**config.mk**
```make
export PLATFORM = sky130hd
export DESIGN_NAME = fir_channel_arbiter
export DESIGN_NICKNAME = d
export VERILOG_FILES = /design/src/rtl/fir_arb_pkg.sv /design/src/rtl/fir_channel_arbiter_rr_grant.sv /design/src/rtl/fir_channel_arbiter.sv
export SDC_FILE = /design/constraint.sdc
export NUM_CORES = 1
export LEC_CHECK = 0
export ABC_AREA = 1
export CAP_MARGIN = 25
export CORE_MARGIN = 2
export CORE_UTILIZATION = 55
export CTS_CLUSTER_SIZE = 12
export DETAILED_ROUTE_END_ITERATION = 10
export DONT_BUFFER_PORTS = 1
export HOLD_SLACK_MARGIN = 0.03
export PLACE_DENSITY = 0.79
export SKIP_LAST_GASP = 1
export SLEW_MARGIN = 20
export SYNTH_ARGS = -nofsm -noshare
export SYNTH_HDL_FRONTEND = slang
export SYNTH_SLANG_ARGS = --single-unit
export TNS_END_PERCENT = 100
```
**constraint.sdc**
```tcl
create_clock -name clk -period 2 [get_ports clk]
set_input_delay 0.4 -clock clk [delete_from_list [all_inputs] [get_ports clk]]
set_output_delay 0.4 -clock clk [all_outputs]
set_load 0.005 [all_outputs]
```
**src/rtl/fir_arb_pkg.sv**
```systemverilog
// Shared types and constants for the FIR channel arbiter.
package fir_arb_pkg;

    localparam int SAMPLE_W      = 16;
    localparam int DEF_START_TMO = 4;

    typedef enum logic [2:0] {
        IDLE,
        ISSUE,
        WAIT_START,
        WAIT_DONE,
        RESULT,
        COEFF_ISSUE,
        COEFF_WAIT_START,
        COEFF_WAIT_DONE
    } arb_state_t;

endpackage

```
**src/rtl/fir_channel_arbiter_rr_grant.sv**
```systemverilog
// Round-robin picker: first requester after the last granted channel wins.
module rr_grant #(
    parameter int NUM_CH = 2,
    parameter int CH_W   = 2
) (
    input  logic              clk,
    input  logic              n_rst,
    input  logic [NUM_CH-1:0] req,
    input  logic              advance,
    output logic [NUM_CH-1:0] grant,
    output logic [CH_W-1:0]   grant_idx
);

    logic [CH_W-1:0] ptr;
    logic [CH_W-1:0] hi_idx;
    logic [CH_W-1:0] lo_idx;
    logic            hi_found;
    logic            lo_found;

    // NOTE: every always_comb output gets a default first so no path can infer a latch.
    always_comb begin
        hi_found = 1'b0;
        hi_idx   = '0;
        lo_found = 1'b0;
        lo_idx   = '0;
        // Walk downwards so the lowest qualifying index is the last one written.
        for (int j = NUM_CH - 1; j >= 0; j--) begin
            if (req[j]) begin
                lo_found = 1'b1;
                lo_idx   = CH_W'(j);
                if (CH_W'(j) > ptr) begin
                    hi_found = 1'b1;
                    hi_idx   = CH_W'(j);
                end
            end
        end
        grant_idx = hi_found ? hi_idx : lo_idx;
        grant     = '0;
        for (int j = 0; j < NUM_CH; j++) begin
            grant[j] = lo_found && (CH_W'(j) == grant_idx);
        end
    end

    // Pointer starts on the last channel so channel 0 is served first.
    always_ff @(posedge clk) begin
        if (n_rst) begin
            ptr <= CH_W'(NUM_CH - 1);
        end else if (advance) begin
            ptr <= grant_idx;
        end
    end

endmodule

```
**src/rtl/fir_channel_arbiter.sv**
```systemverilog
// Shares one FIR datapath between NUM_CH sample streams and the coefficient loader.
module fir_channel_arbiter
    import fir_arb_pkg::*;
#(
    parameter int NUM_CH    = 2,
    parameter int CH_W      = 2,
    parameter int START_TMO = DEF_START_TMO
) (
    input  logic                             clk,
    input  logic                             n_rst,
    input  logic [NUM_CH-1:0]                req_valid,
    input  logic [NUM_CH-1:0][SAMPLE_W-1:0]  req_data,
    output logic [NUM_CH-1:0]                req_ready,
    input  logic                             coeff_req,
    output logic                             coeff_start,
    input  logic                             modwait,
    input  logic [SAMPLE_W-1:0]              fir_out,
    input  logic                             err,
    output logic [SAMPLE_W-1:0]              sample_data,
    output logic                             data_ready,
    output logic                             res_valid,
    output logic [SAMPLE_W-1:0]              res_data,
    output logic                             res_err,
    output logic [CH_W-1:0]                  res_ch,
    input  logic                             res_ready,
    output logic                             tmo_err
);

    localparam int TMO_W = $clog2(START_TMO + 1);

    arb_state_t          state;
    logic [NUM_CH-1:0]   grant;
    logic [CH_W-1:0]     grant_idx;
    logic [CH_W-1:0]     cur_ch;
    logic [SAMPLE_W-1:0] grant_data;
    logic [TMO_W-1:0]    tmo_cnt;
    logic                accept_en;
    logic                accept;
    logic                tmo_hit;

    // No transfer while in reset, so nothing is accepted that would be dropped.
    assign accept_en = (state == IDLE) && !coeff_req && !n_rst;
    assign req_ready = grant & {NUM_CH{accept_en}};
    assign accept    = |req_ready;
    assign tmo_hit   = (tmo_cnt == TMO_W'(START_TMO - 1));

    rr_grant #(
        .NUM_CH (NUM_CH),
        .CH_W   (CH_W)
    ) u_rr_grant (
        .clk       (clk),
        .n_rst     (n_rst),
        .req       (req_valid),
        .advance   (accept),
        .grant     (grant),
        .grant_idx (grant_idx)
    );

    always_comb begin
        grant_data = '0;
        for (int j = 0; j < NUM_CH; j++) begin
            if (grant[j]) grant_data = req_data[j];
        end
    end

    // NOTE: sequential state uses non-blocking assignments only, so every register samples pre-edge values.
    always_ff @(posedge clk) begin
        if (n_rst) begin
            state       <= IDLE;
            data_ready  <= 1'b0;
            coeff_start <= 1'b0;
            sample_data <= '0;
            res_valid   <= 1'b0;
            res_data    <= '0;
            res_err     <= 1'b0;
            res_ch      <= '0;
            tmo_err     <= 1'b0;
            cur_ch      <= '0;
            tmo_cnt     <= '0;
        end else begin
            data_ready  <= 1'b0;
            coeff_start <= 1'b0;
            unique case (state)
                IDLE: begin
                    if (coeff_req) begin
                        state       <= COEFF_ISSUE;
                        coeff_start <= 1'b1;
                    end else if (accept) begin
                        state       <= ISSUE;
                        data_ready  <= 1'b1;
                        sample_data <= grant_data;
                        cur_ch      <= grant_idx;
                    end
                end
                ISSUE: begin
                    state   <= WAIT_START;
                    tmo_cnt <= '0;
                end
                WAIT_START: begin
                    if (modwait) begin
                        state <= WAIT_DONE;
                    end else if (tmo_hit) begin
                        // Filter never started: return an error result so the requester is not stranded.
                        state     <= RESULT;
                        res_valid <= 1'b1;
                        res_data  <= '0;
                        res_err   <= 1'b1;
                        res_ch    <= cur_ch;
                        tmo_err   <= 1'b1;
                    end else begin
                        tmo_cnt <= tmo_cnt + TMO_W'(1);
                    end
                end
                WAIT_DONE: begin
                    if (!modwait) begin
                        state     <= RESULT;
                        res_valid <= 1'b1;
                        res_data  <= fir_out;
                        res_err   <= err;
                        res_ch    <= cur_ch;
                    end
                end
                RESULT: begin
                    if (res_ready) begin
                        state     <= IDLE;
                        res_valid <= 1'b0;
                    end
                end
                COEFF_ISSUE: begin
                    state   <= COEFF_WAIT_START;
                    tmo_cnt <= '0;
                end
                COEFF_WAIT_START: begin
                    if (modwait) begin
                        state <= COEFF_WAIT_DONE;
                    end else if (tmo_hit) begin
                        state   <= IDLE;
                        tmo_err <= 1'b1;
                    end else begin
                        tmo_cnt <= tmo_cnt + TMO_W'(1);
                    end
                end
                COEFF_WAIT_DONE: begin
                    if (!modwait) state <= IDLE;
                end
                default: state <= IDLE;
            endcase
        end
    end

endmodule

```
==> flow_summary.toml, run 1 <==
[synthesis]
ys_types = 30
synth_area_sq_um = 2090
ys_warn_count = 0
synth.top_cell.area_share = 0.440
yosys-top-cells-area = "dfxtp_1, nand2_1, nand3_1, nor2_1, a21oi_1"
yosysSeqAreaShare = 0.440
syn_avg_cell_area_sq_um = 7.18
synthCells = 291
synth.net_count = 349
synth_top_cell_by_area = "dfxtp_1"
ys_ff_latch = 46

[route]
dr.pass1.iters = 5
vias_per_cell = 5.58
via_count = 1854
routed_wirelength_um = 4430
postRouteAntennaNets = 0
wire_per_inst_um = 13.3
drc = 0
drt-initial-drc-count = 101

[worst_setup_path]
crit_top_cell = "nor2_4"
cp-start-kind = "flop"
cp.arrival_ps = 1360
worstReg2RegStart = "tmo_cnt[0]"
cpPeakStageDelay_ps = 380
worstPathMaxFanout = 6
path_cells = "nor2_4, nand3_4, nor2_4, inv_1, nor2_1"
endpoint = "req_ready[1]"
path_buf_inv = 1
criticalPathCategory = "reg -> out"
endpoint_kind = "primary output"
reg2regPathDepth = 7
r2r_setup_slack_ps = 390
startpoint = "state[0]"
crit-reg2reg-capture = "res_data[2]"
path_depth = 5
worst_path_max_delay_cell = "dfxtp_1"
crit_family = "simple AND/OR/NAND/NOR gates"
cp_data_required_time_ps = 1600

[worst_hold_path]
hold_class = "in -> reg"

[clocking]
cts_root_buf = "clkbuf_8"
clock_sink_count = 46
cts_setup_buffers = 0
tritoncts = "done"
clk_latency_ps = 290
cts_made_buffers = 5
clk_pin_slew_ps = 80
cts_resized = 0
hold_buffers = 0
clock_path_buffers = 2
h-tree-depth = 2

[placement]
io_buffers = 0
dp_slack_ps = 418
globalplace.congestion = 0.884
dp_hpwl_um = 3140

[timing]
tightest_slew_ps = 590
post-route-period-util = 0.881
finalSetupViolations = 0
rsz0062_at_grt = "false"
fin_skew_ps = 7.93
hold_viol = 0
max-slew-margin-rel = 0.606
fin_tns_setup_ps = 0
fmax_mhz = 567
setup_ws_ps = 237
finalMaxSlewViolations = 0
layout_min_cycle_time_ps = 1760

[global_routing]
grt_pass1_vias = 1748
grtUsageTotal = 0.215
grt_max_degree = 27
overflow = 0
grt_antenna_before_repair = 0
grt_pass1_wl_um = 7260

[floorplanning]
fp.dieW_um = 65.7
die_area_sq_um = 4310
start_util = 0.571
coreArea_sq_um = 3660
num_rows = 22
dieHeight_um = 65.7
ioPinCount = 97

[outcome]
status = "finished clean"

[cells_and_area]
insertedDiodeCount = 0
drive_gt1_frac = 0.0739
syn_to_final_growth_pct = 2.09
final_nets = 342

[power]
power_density_nw_per_um2 = 1020
total_leakage_power_uw = 0.000887
vdd_drop_max_v = 0.000515

[run]
drv_cap = 0
[through the flow]
step	std cells	hold WS (ps)	utilization	power, uW	instance area (sq um)
CTS	332	164	0.583	2210	2130
global route	332	146	0.583	2340	2130
detailed placement	325	459	0.562	1680	2060
global placement	325	446	0.562	1670	2060
floorplan	291	428	-	1620	2090
finish	332	173	0.583	2180	2130
[synth_stat cells, drive strengths merged]
| cell type | number |
|---|---|
| a21oi | 23 |
| a31oi | 2 |
| buf | 13 |
| clkbuf | 3 |
| clkinv | 1 |
| conb | 1 |
| dfxtp | 46 |
| ha | 2 |
| inv | 16 |
| nand2 | 67 |
| nand3 | 38 |
| nor2 | 52 |
| nor3 | 2 |
| o211ai | 1 |
| o21ai | 22 |
| o221ai | 1 |
| o22ai | 1 |
[how the worst min path moves through the flow]
| stage | start | endpoint | slack [ps] | cells past startpoint |
|---|---|---|---|---|
| finish | n_rst | cur_ch[0] | 170 | 1 |
| CTS | n_rst | res_data[4] | 160 | 1 |
| global placement | tmo_cnt[0] | tmo_cnt[0] | 450 | 1 |
| detailed placement | res_valid | res_valid | 460 | 2 |
| global route | n_rst | res_data[10] | 150 | 1 |
| floorplan | tmo_cnt[0] | tmo_cnt[0] | 430 | 1 |
[flip-flops by register name, indices dropped and copies added (netlist names)]
name / count
res_valid: 1
cur_ch: 1
data_ready: 1
tmo_err: 1
tmo_cnt: 3
state: 3
coeff_start: 1
res_err: 1
res_data: 16
u_rr_grant.ptr: 1
sample_data: 16
res_ch: 1
[routing by layer]
metal	up-vias	global-route usage	share of wire
met4	0	0.0807	0.017
li1	933	-	-
met2	68	0.374	0.48
met1	845	0.228	0.41
met3	8	0.0925	0.090
met5	-	0	0
[area by class of cell]
type                    count  area [sq um]
multi-input cells         212           987
well taps                  48          60.1
fillers                   358          1530
clock inverters             2          10.0
repair buffers              2          15.0
flip-flops and latches     46           921
inverters                  17          72.6
clock buffers               5          68.8
[logic make-up after synthesis]
kind of cell	count (synthesis)	share of synthesized area
compound gates	50	0.130
other cells	1	0.00179
buf+inv	33	0.0874
flops	46	0.440
simple gates	159	0.329
fa+ha+maj	2	0.0120
[power by group]
part	switching (uW)	internal [uW]
Combinational	331	189
Clock	284	235
Sequential	112	1030
[placed cells by master (no fill, tap or decap)]
cell type   n
nand2_1    65
nor2_1     49
dfxtp_1    46
nand3_1    37
a21oi_1    23
inv_1      13
o21ai_0    12
o21ai_1     9
clkbuf_8    5
clkinv_2    3
nor2_4      2
inv_2       2
a31oi_1     2
nand2_2     2
ha_1        2
buf_4       2
nand3_4     1
o21ai_4     1
inv_8       1
o211ai_1    1
nor3_2      1
o22ai_1     1
nor3_1      1
o221ai_1    1
nor2_2      1
conb_1      1
[worst reg2reg max path, stage by stage (launching register included)]
cell and delay (ps):
dfxtp_1 330, ha_1 200, ha_1 210, o211ai_1 220
nor2_1 110, inv_2 240, nand2_1 90, a21oi_1 140
Power figures use the tool's default switching activity.
==> run 2, diff against run 1 <==
- CELL_PAD_IN_SITES_DETAIL_PLACEMENT: unset -> 0
- CELL_PAD_IN_SITES_GLOBAL_PLACEMENT: unset -> 2
- CORE_UTILIZATION: 55 -> 32
- PLACE_DENSITY: 0.79 -> 0.87
==> flow_summary.toml, run 2 (synthesis gave the netlist of run 1 again) <==
[cells_and_area]
drive_gt1_frac = 0.0737
fill_cells = 701
final_nets = 342
largest_registers = "res_data: 16 flops, sample_data: 16 flops"
final_common_cell = "nand2_1"
insertedDiodeCount = 0
syn_to_final_growth_pct = 4.19
final_area_sq_um = 2180
most-common-layout-cells = "nand2_1, nor2_1, dfxtp_1"

[worst_setup_path]
criticalPathCategory = "reg -> out"
cp.arrival_ps = 1390
cp_data_required_time_ps = 1600
cp-start-kind = "flop"
worstPathMaxFanout = 6
endpoint_kind = "primary output"

[clocking]
h-tree-depth = 2
clock_sink_count = 46
cts_setup_buffers = 0
clk_latency_ps = 300
hold_buffers = 0
clock_path_buffers = 2
clk_pin_slew_ps = 90
tritoncts = "done"
cts_root_buf = "clkbuf_8"
cts_resized = 0
cts_made_buffers = 5

[route]
met3_length_um = 432
routedLengthMet1_um = 2190
drt-initial-drc-count = 88
top_layer = "met4"
vias_per_cell = 4.97
drc = 0
wire_per_inst_um = 14.1
wl_met2_um = 2400
routed_wirelength_um = 5100
dr.pass1.iters = 4
via_count = 1800
postRouteAntennaNets = 0

[timing]
layout_min_cycle_time_ps = 1790
finalMaxSlewViolations = 0
post-route-period-util = 0.893
fmax_mhz = 560
finalSetupViolations = 0
max-slew-margin-rel = 0.603
fin_skew_ps = 4.27
hold_viol = 0
rsz0062_at_grt = "false"
holdWs_ps = 163
fin_tns_setup_ps = 0
tightest_slew_ps = 593

[global_routing]
grt_max_degree = 27
grtUsageTotal = 0.141
grt_pass1_vias = 1613
overflow = 0
grt_antenna_before_repair = 0
grt_pass1_wl_um = 8070

[run]
drv_cap = 0

[floorplanning]
dieHeight_um = 84.8
coreArea_sq_um = 6350
die_area_sq_um = 7200
start_util = 0.329
fp.dieW_um = 84.8
ioPinCount = 97
num_rows = 29

[power]
total_leakage_power_uw = 0.000888
power_density_nw_per_um2 = 1020
vdd_drop_max_v = 0.000314

[placement]
placed_cell_area_sq_um = 2090
globalplace.congestion = 0.737
dp_hpwl_um = 3670
io_buffers = 0

[worst_hold_path]
hold_class = "in -> reg"

[outcome]
status = "finished clean"
[run 2: layout make-up]
class,instances,area [sq um],share of cell area
inverters,17,72.6,0.0333
well taps,77,96.3,0.0442
repair buffers,2,15.0,0.00689
multi-input cells,212,987,0.453
clock inverters,2,13.8,0.00632
clock buffers,6,72.6,0.0333
flip-flops and latches,46,921,0.423
[run 2: layer usage]
layer	up-vias	global-route usage
met5	-	0
met4	0	0.0476
met3	7	0.0593
met2	56	0.230
met1	806	0.166
li1	931	-
[run 2: critical path: stages (launching register included)]
cell     delay (ps)
dfxtp_1         380
nor2_4          180
nand3_4         110
nor2_4          120
inv_1            60
nor2_1          230
[run 2: worst paths after layout]
kind              startpoint      endpoint  slack [ps]  cells past startpoint
setup / recovery    state[0]  req_ready[1]         210                      5
setup reg to reg  tmo_cnt[0]  res_data[13]         390                      7
hold / removal         n_rst     cur_ch[0]         160                      1
hold reg to reg   tmo_cnt[0]    tmo_cnt[0]         470                      1
[run 2: power breakdown]
group	total [uW]	switching [uW]	internal, uW
clock	567	320	247
sequential	1150	114	1030
combinational	517	328	189
[run 2: stage by stage]
| step | total power [uW] | std cells | setup WS, ps | util |
|---|---|---|---|---|
| after CTS | 2270 | 362 | 177 | 0.343 |
| final | 2230 | 362 | 213 | 0.343 |
| after detailed placement | 1690 | 354 | 409 | 0.329 |
| after global placement | 1690 | 354 | 484 | 0.329 |
| after floorplan | 1620 | 291 | 478 | - |
| after global routing | 2400 | 362 | 76.7 | 0.343 |
==> run 3, diff against run 2 <==
--- a/config.mk
+++ b/config.mk
@@ -7,5 +7,5 @@
 export LEC_CHECK = 0
 export ABC_AREA = 1
-export CAP_MARGIN = 25
+export CAP_MARGIN = 20
 export CELL_PAD_IN_SITES_DETAIL_PLACEMENT = 0
 export CELL_PAD_IN_SITES_GLOBAL_PLACEMENT = 2
==> constraint.sdc (replaced) <==
create_clock -name clk -period 2 [get_ports clk]
set_input_delay 0.2 -clock clk [delete_from_list [all_inputs] [get_ports clk]]
set_output_delay 0.2 -clock clk [all_outputs]
set_load 0.005 [all_outputs]
==> flow_summary.toml, run 3 (synthesis gave the netlist of run 1 again) <==
[route]
routed_wirelength_um = 5100
postRouteAntennaNets = 0
dr.pass1.iters = 4
wire_per_inst_um = 13.7
drt-initial-drc-count = 97
drc = 0
vias_per_cell = 4.86
via_count = 1813

[global_routing]
grtUsageTotal = 0.145
overflow = 0
grt_pass1_vias = 1700
grt_max_degree = 25
grt_pass1_wl_um = 8290
grt_antenna_before_repair = 0

[worst_setup_path]
startpoint = "state[0]"
reg2regPathDepth = 7
cp.arrival_ps = 1420
endpoint_kind = "primary output"
r2r_setup_slack_ps = 410
worstReg2RegStart = "tmo_cnt[0]"
criticalPathCategory = "reg -> out"
crit_top_cell = "nor2_4"
path_buf_inv = 1
path_cells = "nor2_4, nand3_4, nor2_4, inv_1, nor2_1"
cp-start-kind = "flop"
cpPeakStageDelay_ps = 390
worstPathMaxFanout = 6
crit_family = "simple AND/OR/NAND/NOR gates"
worst_path_max_delay_cell = "dfxtp_1"
cp_data_required_time_ps = 1800
crit-reg2reg-capture = "res_data[4]"

[clocking]
cts_setup_buffers = 0
h-tree-depth = 2
cts_resized = 0
cts_root_buf = "clkbuf_8"
clk_latency_ps = 310
hold_buffers = 13
cts_made_buffers = 5
clk_pin_slew_ps = 100
tritoncts = "done"
clock_sink_count = 46
clock_path_buffers = 2

[cells_and_area]
most-common-layout-cells = "nand2_1, nor2_1, dfxtp_1"
final_common_cell = "nand2_1"
final_nets = 353
drive_gt1_frac = 0.0676
insertedDiodeCount = 0
largest_registers = "res_data: 16 flops, sample_data: 16 flops"
syn_to_final_growth_pct = 9.99

[outcome]
status = "finished clean"

[timing]
setup_ws_ps = 380
finalMaxSlewViolations = 0
layout_min_cycle_time_ps = 1620
fin_tns_setup_ps = 0
fmax_mhz = 617
post-route-period-util = 0.810
tightest_slew_ps = 947
hold_viol = 0
max-slew-margin-rel = 0.366
fin_skew_ps = 12.6
finalSetupViolations = 0
rsz0062_at_grt = "false"

[worst_hold_path]
whs_path_depth = 2
whs_endpoint = "res_data[6]"
hp-start = "fir_out[6]"
hold_class = "in -> reg"

[floorplanning]
coreArea_sq_um = 6350
fp.dieW_um = 84.8
dieHeight_um = 84.8
ioPinCount = 97
num_rows = 29
die_area_sq_um = 7200
start_util = 0.329

[placement]
dp_hpwl_um = 3640
dp_slack_ps = 423
io_buffers = 0
globalplace.congestion = 0.729

[power]
vdd_drop_max_v = 0.000366
power_density_nw_per_um2 = 989
total_leakage_power_uw = 0.000929

[run]
drv_cap = 0
[run 3: cell types whose count changed in the layout (fill, tap and decap cells not counted), sizes merged]
cell / change
inv: +1
clkinv: -2
buf: -2
clkinvlp: +2
clkbuf: -1
dlygate4sd3: +13
[run 3: worst register-to-register path, stage by stage (launching register included)]
cell,delay [ps]
dfxtp_1,330
ha_1,190
ha_1,200
o211ai_1,200
nor2_1,110
inv_2,250
nand2_1,100
a21oi_1,120
[run 3: where the power goes]
| group | switching (uW) | internal [uW] | total (uW) |
|---|---|---|---|
| registers | 115 | 1030 | 1150 |
| logic | 340 | 201 | 541 |
| clock network | 335 | 250 | 585 |
| total | 790 | 1480 | 2270 |
[run 3: worst max-delay path by stage]
| stage | end | depth (start not counted) |
|---|---|---|
| 6_report | req_ready[1] | 5 |
| 5_1_grt | res_data[6] | 7 |
| 4_1_cts | req_ready[1] | 5 |
| 3_5_place_dp | res_data[6] | 7 |
| 3_3_place_gp | res_data[9] | 7 |
| 2_1_floorplan | res_data[10] | 8 |
[run 3: layout make-up]
| class | count | area [sq um] |
|---|---|---|
| fill | 686 | 4050 |
| multi-input combinational | 212 | 987 |
| sequential | 46 | 921 |
| timing repair buffer | 13 | 130 |
| tap | 77 | 96.3 |
| inverter | 17 | 72.6 |
| clock buffer | 5 | 68.8 |
| clock inverter | 3 | 23.8 |
[run 3: stage by stage]
stage	util	power [uW]	hold WS [ps]	area (sq um)	cells
global placement	0.327	1690	276	2080	352
detailed placement	0.327	1690	278	2080	352
CTS	0.362	2310	30.5	2300	373
global route	0.362	2440	38.6	2300	373
finish	0.362	2270	38.3	2300	373
floorplan	-	1620	347	2090	291
[run 3: routing by layer]
| layer | routed length [um] | GRT usage | share of wire |
|---|---|---|---|
| met5 | 0 | 0 | 0 |
| met4 | 63 | 0.0433 | 0.012 |
| met3 | 398 | 0.0564 | 0.078 |
| met2 | 2450 | 0.239 | 0.48 |
| met1 | 2190 | 0.176 | 0.43 |
